**src/rtl/alu_pkg.sv**
```systemverilog
`default_nettype none
// alu_pkg: funct codes and FSM state encoding shared by alu_control,
// the shifter and the result mux. Rev 1.0
package alu_pkg;

  localparam logic [5:0] SLL   = 6'b000000;
  localparam logic [5:0] ADD   = 6'b100000;
  localparam logic [5:0] SUB   = 6'b100010;
  localparam logic [5:0] AND   = 6'b100100;
  localparam logic [5:0] OR    = 6'b100101;
  localparam logic [5:0] SLT   = 6'b101010;
  localparam logic [5:0] MULTU = 6'b011001;
  localparam logic [5:0] MFHI  = 6'b010000;
  localparam logic [5:0] MFLO  = 6'b010010;
  localparam logic [5:0] NOP   = 6'b111111;

  typedef enum logic [1:0] {
    IDLE  = 2'd0,
    MUL   = 2'd1,
    WRITE = 2'd2
  } state_t;

endpackage
`default_nettype wire

```
**src/rtl/mul_counter.sv**
```systemverilog
`default_nettype none
// mul_counter: MULTU iteration counter with clear/enable and a terminal flag.
// Rev 1.0
module mul_counter #(
  parameter int MUL_CYCLES = 32
) (
  input  logic clk,
  input  logic reset,
  input  logic clr_i,
  input  logic en_i,
  output logic last_o
);

  // Keep at least one bit so a single-cycle configuration still elaborates.
  localparam int              CW   = (MUL_CYCLES > 1) ? $clog2(MUL_CYCLES) : 1;
  localparam logic [CW-1:0]   LAST = CW'(MUL_CYCLES - 1);

  logic [CW-1:0] count_q;
  logic [CW-1:0] count_d;

  always_comb begin
    count_d = count_q;
    if (clr_i) begin
      count_d = '0;
    end else if (en_i) begin
      count_d = count_q + 1'b1;
    end
  end

  always_ff @(posedge clk) begin
    if (reset) begin
      count_q <= '0;
    end else begin
      count_q <= count_d;
    end
  end

  assign last_o = (count_q == LAST);

endmodule
`default_nettype wire

```
**src/rtl/alu_control.sv**
```systemverilog
`default_nettype none
// alu_control: decodes the funct code into registered per-unit control codes
// and sequences MULTU, ending with a one-cycle HiLo write strobe. Rev 1.0
module alu_control
  import alu_pkg::*;
#(
  parameter int MUL_CYCLES = 32
) (
  input  logic       clk,
  input  logic       reset,
  input  logic [5:0] Signal,
  output logic [5:0] SignaltoALU,
  output logic [5:0] SignaltoSHT,
  output logic [5:0] SignaltoMULTU,
  output logic [5:0] SignaltoMUX,
  output logic       hiloWrite,
  output logic       busy
);

  state_t     state_q;
  logic [5:0] alu_q, sht_q, mul_q, mux_q;
  logic       hilo_q, busy_q;
  logic       last;

  // Counter is held at zero whenever idle, so it starts from 0 on entry to MUL.
  mul_counter #(
    .MUL_CYCLES (MUL_CYCLES)
  ) u_mul_counter (
    .clk    (clk),
    .reset  (reset),
    .clr_i  (state_q == IDLE),
    .en_i   ((state_q == MUL) && !last),
    .last_o (last)
  );

  always_ff @(posedge clk) begin
    if (reset) begin
      state_q <= IDLE;
      alu_q   <= NOP;
      sht_q   <= NOP;
      mul_q   <= NOP;
      mux_q   <= NOP;
      hilo_q  <= 1'b0;
      busy_q  <= 1'b0;
    end else begin
      case (state_q)
        IDLE: begin
          alu_q  <= NOP;
          sht_q  <= NOP;
          mul_q  <= NOP;
          mux_q  <= NOP;
          hilo_q <= 1'b0;
          busy_q <= 1'b0;
          case (Signal)
            ADD, SUB, AND, OR, SLT: begin
              alu_q <= Signal;
              mux_q <= Signal;
            end
            SLL: begin
              sht_q <= SLL;
              mux_q <= SLL;
            end
            MFHI, MFLO: mux_q <= Signal;
            MULTU: begin
              mul_q   <= MULTU;
              busy_q  <= 1'b1;
              state_q <= MUL;
            end
            default: ;
          endcase
        end
        MUL: begin
          if (last) begin
            mul_q   <= NOP;
            hilo_q  <= 1'b1;
            state_q <= WRITE;
          end
        end
        WRITE: begin
          alu_q   <= NOP;
          sht_q   <= NOP;
          mul_q   <= NOP;
          mux_q   <= NOP;
          hilo_q  <= 1'b0;
          busy_q  <= 1'b0;
          state_q <= IDLE;
        end
        default: state_q <= IDLE;
      endcase
    end
  end

  assign SignaltoALU   = alu_q;
  assign SignaltoSHT   = sht_q;
  assign SignaltoMULTU = mul_q;
  assign SignaltoMUX   = mux_q;
  assign hiloWrite     = hilo_q;
  assign busy          = busy_q;

endmodule
`default_nettype wire

```
**config.mk**
```make
export PLATFORM = sky130hd
export DESIGN_NAME = alu_control
export DESIGN_NICKNAME = d
export VERILOG_FILES = /design/src/rtl/alu_pkg.sv /design/src/rtl/mul_counter.sv /design/src/rtl/alu_control.sv
export SDC_FILE = /design/constraint.sdc
export NUM_CORES = 1
export LEC_CHECK = 0
export BUFFER_PORTS_ARGS = -buffer_cell sky130_fd_sc_hd__buf_2
export CORE_UTILIZATION = 45
export DETAILED_ROUTE_END_ITERATION = 10
export PLACE_DENSITY = 0.71
export SYNTH_ARGS = -nofsm -noshare
export SYNTH_HDL_FRONTEND = slang
export SYNTH_SLANG_ARGS = --single-unit
```
**constraint.sdc**
```tcl
create_clock -name clk -period 3.8 [get_ports clk]
set_input_delay 0.19 -clock clk [delete_from_list [all_inputs] [get_ports clk]]
set_output_delay 0.19 -clock clk [all_outputs]
set_load 0.01 [all_outputs]
```
# Word-level counts from Yosys, hierarchy flattened
# Cells that the tools add are included.
# classes
n_mul	0
mux	16
n_eq_ne	13
n_shift	0
bitwise_logic	0
div_mod_pow	0
reduce_logical	14
addsub	1
magnitude_cmp	0
# ops
cell	count
$pmux 6 s2	4
$eq 6x6->1 const B	5
$mux 6	4
$eq 6x5->1 const B	3
$pmux 6 s3	1
$reduce_or 7->1	1
$logic_not 6->1	1
$reduce_and 2->1	3
$add 5x1->5 const B	1
$eq 5x5->1 const B	1
$reduce_or 5->1	1
$mux 2	2
$ne 2x2->1 const B	2
$pmux 1 s2	2
$pmux 2 s2	1
$reduce_bool 2->1	2
$reduce_or 2->1	2
$reduce_bool 3->1	1
$eq 2x1->1 const B	1
$eq 2x2->1 const B	1
$logic_not 2->1	1
$mux 1	2
$logic_and 1x1->1	1
$logic_not 1->1	1
# word_totals
mem_bits_ro	0
output_inout_bits	26
in_bits	8
ram_bits	0
elab_cells	52
latch_bits	0
n_memories	0
regBits	33

# Depth between registers and ports, before layout
# Gate-level depths: netlist of run 1.
# logic_depth
word_depth	4
mapped_depth	8
mapped_depth_nobuf	7

# Modules after synthesis
# A second synthesis of run 1 with hierarchy kept.
# unflattened
hier_cells	129
area_unflattened_um2	1197.4
# by_module_without_submodules
module	cells_per_inst	n_inst	seq_area_each_um2	area_each_um2
alu_control	106	1	360.3	937.1
mul_counter	23	1	100.1	260.2

# Worst setup path before layout of run 1
# Ideal clock, no wire load.
# synth_timing
path_kind	reg-to-reg
start	register u_mul_counter.count_q[0]
end	register u_mul_counter.count_q[2]
required_time_ns	3.722
setup_time_ns	0.078
t_arrival_ns	1.669
n_path_buf	1
period_less_slack_ns	1.747
path_slack_ns	2.053
path_stages_with_launch	9
path_cell_list	dfxtp_1 -> ha_1 -> and3_1 -> ha_1 -> nor2b_1 -> buf_1 -> nand2_1 -> xor2_1 -> nor3_1
# synth_between
elab_chain_len	3
elab_cells_between_ends	4
classes_between	1 x add/sub; 1 x eq/ne; 2 x reduce/logical
# synth_lines
element	line	source
start, declared	mul_counter.sv:18	logic [CW-1:0] count_q;
start signal, assigned	mul_counter.sv:34	count_q <= count_d;
parallel branches: the longest is 3 deep, another holds $add 5x1->5	n/a	
# Several ways; the timed one is not identified.
# A chain may end at the register's enable or synchronous reset.

# Worst setup path after layout of run 1
# layout_timing
start	register state_q[0]
end	register mux_q[2] (netlist: SignaltoMUX[2])
# layout_between
elab_chain_len	2
elab_cells_between_ends	4
classes_between	1 x eq/ne; 1 x mux; 2 x reduce/logical
# layout_lines
element	line	source
start, declared	alu_control.sv:20	state_t state_q;
start signal, assigned	alu_control.sv:38	state_q <= IDLE;
start signal, assigned	alu_control.sv:67	state_q <= MUL;
start signal, assigned	alu_control.sv:76	state_q <= WRITE;
$eq 2x2->1 or $logic_not 2->1 (tied branches)	alu_control.sv:46	case (state_q)
$pmux 6 s2 or $reduce_bool 2->1 (tied branches)	n/a	
end signal, assigned	alu_control.sv:57	mux_q <= Signal;
end signal, assigned	alu_control.sv:63	MFHI, MFLO: mux_q <= Signal;
end, declared	alu_control.sv:21	logic [5:0] alu_q, sht_q, mul_q, mux_q;
# Parallel ways exist; a longest one is shown, timed or not.

==> flow_metrics.tcl, run 1 <==
set metrics [dict create \
    ir_drop_mv 0.2720 \
    start_util_pct 49.04 \
    path_clk_slew_ns 0.13 \
    cp_cell_sequence "inv_1, ha_1, nor2_1, nor2b_1, and2b_1, a211o_1" \
    ctsHoldBuffers 0 \
    antenna_cells 0 \
    min_from "reset" \
    synth.most_common_cell "dfxtp_1" \
    drt_iter0_drc 13 \
    antenna_found_initial 0 \
    syn2layout_area_growth_pct 10.54 \
    fmax_mhz 452.7 \
    worstMarginPinSlew_ns 0.7896 \
    async_flop_share_pct 0 \
    finalCritPeriodShare_pct 58.12 \
    wl_per_cell_um 11.68 \
    first_pass_iters 4 \
    core_area_um2 2276 \
    io-pin-count 34 \
    slew_headroom_pct 47.25 \
    finalSetupTns_ns 0 \
    synth.top_cell.area_share_pct 41.26 \
    finalHoldViolCount 0 \
    fin_cells 177 \
    grt_pass1_wl_um 3443 \
    grtUsageTotal_pct 17.17 \
    grt_max_degree 19 \
    rows 17 \
    cp-start-kind "register" \
    chipWidth_um 51.80 \
    setup_viol 0 \
    synth_seq_area_share_pct 41.26 \
    grt_overflow_total 0 \
    synth_ff_type "dfxtp_1" \
    vias 921 \
    clk_path_buf_depth 2 \
    netlist_area_um2 1116 \
    reg2reg_from "state_q[0]" \
    numCtsBuffers 3 \
    min_path_type "in2reg" \
    synth_edf_count 0 \
    power_leakage_uw 0.0004939 \
    layout-drive-gt1-share_pct 23.49 \
    cp.required_ns 4.01 \
    status "completed" \
    clk_latency_ns 0.31 \
    nFillCells 215 \
    crit_path_end_kind "register" \
    cap_violations 0 \
    synth_area_per_cell_um2 8.585 \
    ys_ff_latch 23 \
    yosys-top-cells-count "dfxtp_1, nand2_1, buf_4" \
    clock_sinks 23 \
    cts_resized 0 \
    slowest_stage "nor2_1" \
    ant_nets 0 \
    grt_pass1_vias 828 \
    finalWirelength_um 2068 \
    cts_tree "built" \
    cp_slowest_stage_delay_ns 0.67 \
    port_buffers 30 \
    crit_type "reg2reg" \
    drc 0 \
    slew_violations 0 \
    fin_nets 165 \
    cp.arrival_ns 2.42 \
    post_cts_buffers 0 \
    synth_top_cell_by_area "dfxtp_1" \
    worstPathMaxFanout 18 \
    via_per_inst 5.203 \
    fin_skew_ns 0.007023 \
    multi_input_area_um2 545.5 \
    netlist_instances 130 \
    fin_crit_ns 2.209 \
    yosysWarnings 0 \
    cp_top_family "simple AND/OR/NAND/NOR gates" \
    hpwl_um 1590 \
    dieArea_um2 2683 \
    place_inst 173 \
    cts_root_buffer "clkbuf_4" \
    setup.worst_path.start "state_q[0]" \
    die_h_um 51.80 \
    yosysUniqueCellTypes 35 \
    synthTopCellsByArea "dfxtp_1, ha_1, buf_4, o21ai_0, nand2_1" \
    rsz0062_at_grt "false" \
    fin_util_pct 54.21 \
    powerDensity_nw_per_um2 315.4 \
    regArea_um2 460.4 \
    crit_buf_inv 1 \
    htreeDepth 1 \
    routabilityCongestion 0.8305 \
]
==> kinds of logic after synthesis <==
| family | count (synthesis) | share of synthesized area [%] |
|---|---|---|
| buf+inv | 21 | 10.54 |
| flops | 23 | 41.26 |
| other cells | 1 | 0.3360 |
| fa+ha+maj | 7 | 7.847 |
| compound gates | 23 | 12.56 |
| mux | 4 | 3.700 |
| xor+xnor | 3 | 2.355 |
| simple gates | 48 | 21.41 |
==> final timing paths <==
check                                 endpoint  slack (ns)  cells after the start
worst max-delay path            SignaltoMUX[2]        1.59                      6
worst min-delay path                 hiloWrite        0.17                      2
worst min register to register  SignaltoALU[5]        0.45                      1
worst max register to register  SignaltoMUX[2]        1.59                      6
==> layout by cell type (no fill, tap or decap), types with 3 or more instances in the layout <==
cell	instances
nor2_1	9
buf_2	30
mux2i_1	3
ha_1	7
nand2_1	12
clkbuf_4	3
nand3_1	3
dfxtp_1	23
a21oi_1	6
nor2b_1	3
conb_1	3
nor3_1	8
inv_1	4
o21ai_0	9
==> stage by stage <==
stage	worst slack, ns	power (uW)	instance area, um2	hold WS [ns]
2_1_floorplan	2.053	274.8	1124	0.3470
3_3_place_gp	1.665	283.8	1206	0.4287
3_5_place_dp	1.616	284.5	1206	0.4294
4_1_cts	1.589	394.9	1234	0.1670
5_1_grt	1.401	412.5	1234	0.1532
6_report	1.591	389.1	1234	0.1725
==> cell type report <==
class                   instances  share of cell area, %
multi-input cells              88                  44.22
flip-flops and latches         23                  37.32
repair buffers                 30                  12.17
well taps                      28                  2.840
clock buffers                   3                  1.826
inverters                       4                  1.217
clock inverters                 1                 0.4057
==> power by group <==
| group | switching, uW | internal (uW) |
|---|---|---|
| clock network | 70.8 | 39.3 |
| registers | 2.06 | 245 |
| logic | 19.3 | 12.6 |
| total | 92.2 | 297 |
==> state kept, by name, summed over array words and instances, names as in the netlist <==
| signal | count |
|---|---|
| SignaltoALU | 6 |
| SignaltoMUX | 6 |
| u_mul_counter.count_q | 5 |
| state_q | 2 |
| SignaltoMULTU | 1 |
| SignaltoSHT | 1 |
| busy | 1 |
| hiloWrite | 1 |
==> per-layer routing <==
layer | part of all wire (%) | vias up | GRT usage [%]
met2 | 45 | 20 | 28.14
met4 | 0.68 | 0 | 4.054
met5 | 0 | - | 0
li1 | - | 468 | -
met1 | 50 | 431 | 21.85
met3 | 3.7 | 2 | 5.263
Power figures use the tool's default switching activity.
==> run 2: changes to the inputs <==
--- a/config.mk
+++ b/config.mk
@@ -5,10 +5,11 @@
 export SDC_FILE = /design/constraint.sdc
 export NUM_CORES = 1
 export LEC_CHECK = 0
+export ABC_AREA = 1
 export BUFFER_PORTS_ARGS = -buffer_cell sky130_fd_sc_hd__buf_2
 export CORE_UTILIZATION = 45
 export DETAILED_ROUTE_END_ITERATION = 10
-export PLACE_DENSITY = 0.71
+export PLACE_DENSITY = 0.7
 export SYNTH_ARGS = -nofsm -noshare
 export SYNTH_HDL_FRONTEND = slang
 export SYNTH_SLANG_ARGS = --single-unit
==> constraint.sdc (replaced) <==
create_clock -name clk -period 2.2 [get_ports clk]
set_input_delay 0.11 -clock clk [delete_from_list [all_inputs] [get_ports clk]]
set_output_delay 0.11 -clock clk [all_outputs]
set_load 0.01 [all_outputs]
==> run 2 against run 1 <==
Effect of this change:
- power rose to 3.4 times the previous value
- clock power rose by 71%
- combinational power rose to 19 times the previous value
- global-route usage rose by 1.2 points
- final cell count rose by 19%
- area after synthesis rose by 9.3%
- utilization fell by 0.68 points
- cell area rose by 9.4%
- sequential share of layout area fell by 3.2 points
- critical path depth did not move
==> flow_metrics.tcl, run 2 <==
set metrics [dict create \
    status "completed" \
    clk_latency_ns 0.30 \
    multi_input_area_um2 611.8 \
    grt_pass1_wl_um 3864 \
    rsz0062_at_grt "false" \
    numCtsBuffers 3 \
    power.total_uw 1335 \
    power_leakage_uw 0.0005569 \
    synth.top_cell.area_share_pct 37.74 \
    finalCritPeriodShare_pct 76.03 \
    hpwl_um 1784 \
    post_cts_buffers 0 \
    fin_cells 210 \
    via_per_inst 5.014 \
    htreeDepth 1 \
    min_path_type "in2reg" \
    wl_per_cell_um 11.00 \
    antenna_cells 0 \
    start_util_pct 48.36 \
    synth_ff_type "dfxtp_1" \
    antenna_found_initial 0 \
    fin_area_um2 1350 \
    yosys-top-cells-count "nand2_1, dfxtp_1, nand3_1" \
    sw_frac_of_total_pct 41.37 \
    placed_cell_area_um2 1324 \
    crit_path_end_kind "register" \
    ir_drop_mv 0.6341 \
    ys_ff_latch 23 \
    finalSetupTns_ns 0 \
    grt_max_degree 19 \
    drt_iter0_drc 17 \
    rows 18 \
    async_flop_share_pct 0 \
    regArea_um2 460.4 \
    core_area_um2 2522 \
    first_pass_iters 4 \
    vias 1053 \
    netlist_instances 157 \
    clk_path_buf_depth 2 \
    cp-start-kind "register" \
    intPower_uw 782.7 \
    syn2layout_area_growth_pct 10.67 \
    layout-drive-gt1-share_pct 27.22 \
    layout_commonest_cell "buf_2" \
    finalWirelength_um 2311 \
    synthTopCellsByArea "dfxtp_1, nand2_1, ha_1, nand3_1, buf_4" \
    synth_area_per_cell_um2 7.770 \
    chipWidth_um 54.07 \
    slew_violations 0 \
    grt_pass1_vias 927 \
    worstPathMaxFanout 18 \
    powerDensity_nw_per_um2 988.9 \
    yosysUniqueCellTypes 24 \
    drc 0 \
    nFillCells 243 \
    layout_common_cells "buf_2, nand2_1, dfxtp_1" \
    synth.most_common_cell "nand2_1" \
    fmax_mhz 597.8 \
    ctsHoldBuffers 0 \
    hold_ws_ns 0.08018 \
    synth_seq_area_share_pct 37.74 \
    cap_violations 0 \
    p_sw_uw 552.3 \
    fin_skew_ns 0.005156 \
    cp.arrival_ns 1.86 \
    synth_top_cell_by_area "dfxtp_1" \
    setup_viol 0 \
    ant_nets 0 \
    fin_crit_ns 1.673 \
    crit_type "reg2reg" \
    port_buffers 30 \
    fin_nets 196 \
    place_inst 206 \
    cts_tree "built" \
    yosysWarnings 0 \
    grtUsageTotal_pct 18.41 \
    clock_sinks 23 \
    routabilityCongestion 0.8636 \
    grt_overflow_total 0 \
    finalHoldViolCount 0 \
    cp.required_ns 2.38 \
    synth_edf_count 0 \
    dieArea_um2 2923 \
    sequentialPowerShare_pct 40.3 \
    netlist_area_um2 1220 \
    pwr-share-comb_pct 45.5 \
    die_h_um 54.07 \
    io-pin-count 34 \
    path_clk_slew_ns 0.12 \
    cts_resized 0 \
    cts_root_buffer "clkbuf_4" \
    clockPowerShare_pct 14.1 \
]
[run 2: critical path, cell delays in order (launching register included)]
cell and delay [ns]:
dfxtp_1 0.40, inv_1 0.09, ha_1 0.29, nor2_4 0.39, inv_2 0.16, o21ai_4 0.12
nand3_1 0.10
[run 2: metal layers]
layer	global-route usage, %	up-vias	share of wire [%]
met5	0	-	0
met1	21.22	480	46
met4	5.128	0	0.95
met2	32.30	25	49
met3	5.932	2	4.1
li1	-	546	-
[run 2: worst paths after layout]
| path | end | cells after the start | slack (ns) | from |
|---|---|---|---|---|
| worst max-delay path | SignaltoALU[4] | 6 | 0.53 | state_q[0] |
| worst min-delay path | SignaltoALU[3] | 3 | 0.08 | Signal[3] |
| worst max register to register | SignaltoALU[4] | 6 | 0.53 | state_q[0] |
| worst min register to register | SignaltoALU[5] | 2 | 0.47 | SignaltoALU[5] |
[run 2: power groups by stage]
| stage | clock network, uW | registers (uW) | logic [uW] |
|---|---|---|---|
| detailed placement | 0 | 550 | 610 |
| floorplan | 0 | 578 | 460 |
| CTS | 202 | 541 | 612 |
| finish | 188 | 539 | 608 |
| global placement | 0 | 547 | 600 |
| global route | 217 | 554 | 694 |
[run 2: area by class of cell]
class,count,area share (%)
Clock buffer,4,1.946
Inverter,17,4.727
Multi-Input combinational cell,106,45.32
Sequential cell,23,34.11
Tap cell,30,2.780
Timing Repair Buffer,30,11.12
[run 2: logic make-up after synthesis]
group | synth area share [%]
simple gates | 30.05
buf+inv | 12.72
compound gates | 12.00
flops | 37.74
fa+ha+maj | 7.179
other cells | 0.3074
[run 2: metrics by stage]
| step | util, % | setup WS (ns) |
|---|---|---|
| after floorplan | - | 0.8221 |
| after global placement | 52.48 | 0.6109 |
| after detailed placement | 52.48 | 0.5457 |
| after CTS | 53.52 | 0.5136 |
| after global routing | 53.52 | 0.3863 |
| final | 53.52 | 0.5273 |
==> run 3: changes to the inputs <==
--- a/config.mk
+++ b/config.mk
@@ -9,7 +9,7 @@
 export BUFFER_PORTS_ARGS = -buffer_cell sky130_fd_sc_hd__buf_2
 export CORE_UTILIZATION = 45
 export DETAILED_ROUTE_END_ITERATION = 10
-export PLACE_DENSITY = 0.7
+export PLACE_DENSITY = 0.73
 export SYNTH_ARGS = -nofsm -noshare
 export SYNTH_HDL_FRONTEND = slang
 export SYNTH_SLANG_ARGS = --single-unit
==> constraint.sdc (replaced) <==
create_clock -name clk -period 1.48 [get_ports clk]
set_input_delay 0.074 -clock clk [delete_from_list [all_inputs] [get_ports clk]]
set_output_delay 0.074 -clock clk [all_outputs]
set_load 0.01 [all_outputs]
==> run 3 against run 2 <==
Effect of this change:
- clock-buffer cell count shrank 1
- worst setup slack lost 0.51 ns
- clock power grew 55%
- clock skew is essentially flat
- critical path depth grew 1
- final cell count grew 4.3%
- maximum frequency grew 15%
- non-clock buffer count grew 8
- largest power group unchanged
==> flow_metrics.tcl, run 3 (synthesized netlist as in run 2, its figures left out) <==
set metrics [dict create \
    clk_latency_ns 0.32 \
    chipWidth_um 54.07 \
    fin_skew_ns 0.005308 \
    worstReg2RegEnd "SignaltoMULTU[2]" \
    grt_max_degree 14 \
    syn2layout_area_growth_pct 18.46 \
    first_pass_iters 4 \
    io-pin-count 34 \
    antenna_cells 0 \
    wl_per_cell_um 12.14 \
    setup.worst_path.start "u_mul_counter.count_q[0]" \
    dieArea_um2 2923 \
    htreeDepth 1 \
    whs_endpoint "state_q[1]" \
    clock_sinks 23 \
    start_util_pct 48.36 \
    drt_iter0_drc 23 \
    clk_path_buf_depth 2 \
    placed_cell_area_um2 1361 \
    grtUsageTotal_pct 19.84 \
    fin_util_pct 57.29 \
    place_ws_ns -0.03450 \
    worstPathMaxFanout 8 \
    cp-start-kind "register" \
    via_per_inst 5.105 \
    rsz0062_at_grt "true" \
    fin_crit_ns 1.461 \
    power_leakage_uw 0.0005975 \
    rows 18 \
    min_from "reset" \
    status "completed" \
    grt_overflow_total 0 \
    crit_type "reg2reg" \
    layout_commonest_cell "buf_2" \
    ant_nets 0 \
    vias 1118 \
    slew_violations 0 \
    fmax_mhz 684.7 \
    powerDensity_nw_per_um2 1507 \
    finalCritPeriodShare_pct 98.68 \
    hold_path_depth 2 \
    cap_violations 0 \
    reg2reg_from "u_mul_counter.count_q[0]" \
    antenna_found_initial 0 \
    min_path_type "in2reg" \
    cts_root_buffer "clkbuf_4" \
    finalSetupTns_ns 0 \
    ir_drop_mv 0.8818 \
    finalWirelength_um 2658 \
    die_h_um 54.07 \
    layout-drive-gt1-share_pct 34.92 \
    finalHoldViolCount 0 \
    setup_viol 0 \
    setup_slack_ns 0.01950 \
    fin_nets 205 \
    fin_area_um2 1445 \
    drc 0 \
    rrSetupSlack_ns 0.02 \
    cp.required_ns 1.67 \
    port_buffers 30 \
    numCtsBuffers 3 \
    hpwl_um 2014 \
    crit_path_end_kind "register" \
    cp.arrival_ns 1.65 \
    r2r_cells 7 \
    layout_common_cells "buf_2, nand2_1, dfxtp_1" \
    grt_pass1_wl_um 4098 \
    core_area_um2 2522 \
    cts_tree "built" \
    path_clk_slew_ns 0.13 \
    grt_pass1_vias 1012 \
    routabilityCongestion 0.8606 \
]
run 3: changes by cell type in the layout (fill, tap and decap cells not counted), moves of 2 or more:
cell     delta
dfxtp_1     -3
nor2_1      -2
nor2_2      +2
ha_1        -2
buf_4       +8
dfxtp_2     +3
run 3: worst max path at each step:
stage	to	slack (ns)	cells past startpoint
final	SignaltoMULTU[2]	0.02	7
after global placement	u_mul_counter.count_q[3]	0.05	8
after CTS	state_q[1]	0.005	9
after floorplan	u_mul_counter.count_q[3]	0.10	8
after detailed placement	state_q[1]	-0.03	9
after global routing	u_mul_counter.count_q[3]	-0.09	9
run 3: layout make-up:
| class | instances | area (um2) |
|---|---|---|
| tap | 30 | 37.54 |
| timing repair inverter | 1 | 7.507 |
| timing repair buffer | 38 | 210.2 |
| multi-input combinational | 106 | 631.9 |
| inverter | 17 | 66.31 |
| clock inverter | 1 | 5.005 |
| clock buffer | 3 | 22.52 |
| sequential | 23 | 464.2 |
| fill | 236 | 1077 |
run 3: critical path, cell delays in order, from the launching register on:
cell and delay [ns]:
dfxtp_2 0.40, ha_4 0.15, inv_1 0.04, nor3_1 0.14, ha_2 0.24, nor2_4 0.07
o21ai_0 0.17, nand3_1 0.13
run 3: per-stage QoR:
step / std cells / hold WS (ns) / power, uW
after CTS: 216 / 0.009127 / 2126
after global routing: 219 / 0.03377 / 2370
after global placement: 211 / 0.3644 / 1782
after floorplan: 159 / 0.2065 / 1542
after detailed placement: 211 / 0.3691 / 1826
final: 219 / 0.02199 / 2177
run 3: what timing repair did:
action / CTS / global route
setup endpoints to repair: 5 / 14
hold buffers: 0 / 0
gates resized for setup: 4 / 5
pin swaps: 1 / 4
gates cloned: 0 / 1
setup buffers: 1 / 2
run 3: per-layer routing:
metal	GRT usage, %	part of all wire [%]	up-vias	routed length, um
li1	-	-	568	-
met1	20.10	42	517	1108
met2	37.45	53	26	1415
met3	6.215	3.9	7	103
met4	7.265	1.2	0	31
met5	0	0	-	0
run 3: power by group:
group,internal (uW),switching (uW)
clock,101,191
sequential,732,63.5
combinational,435,655
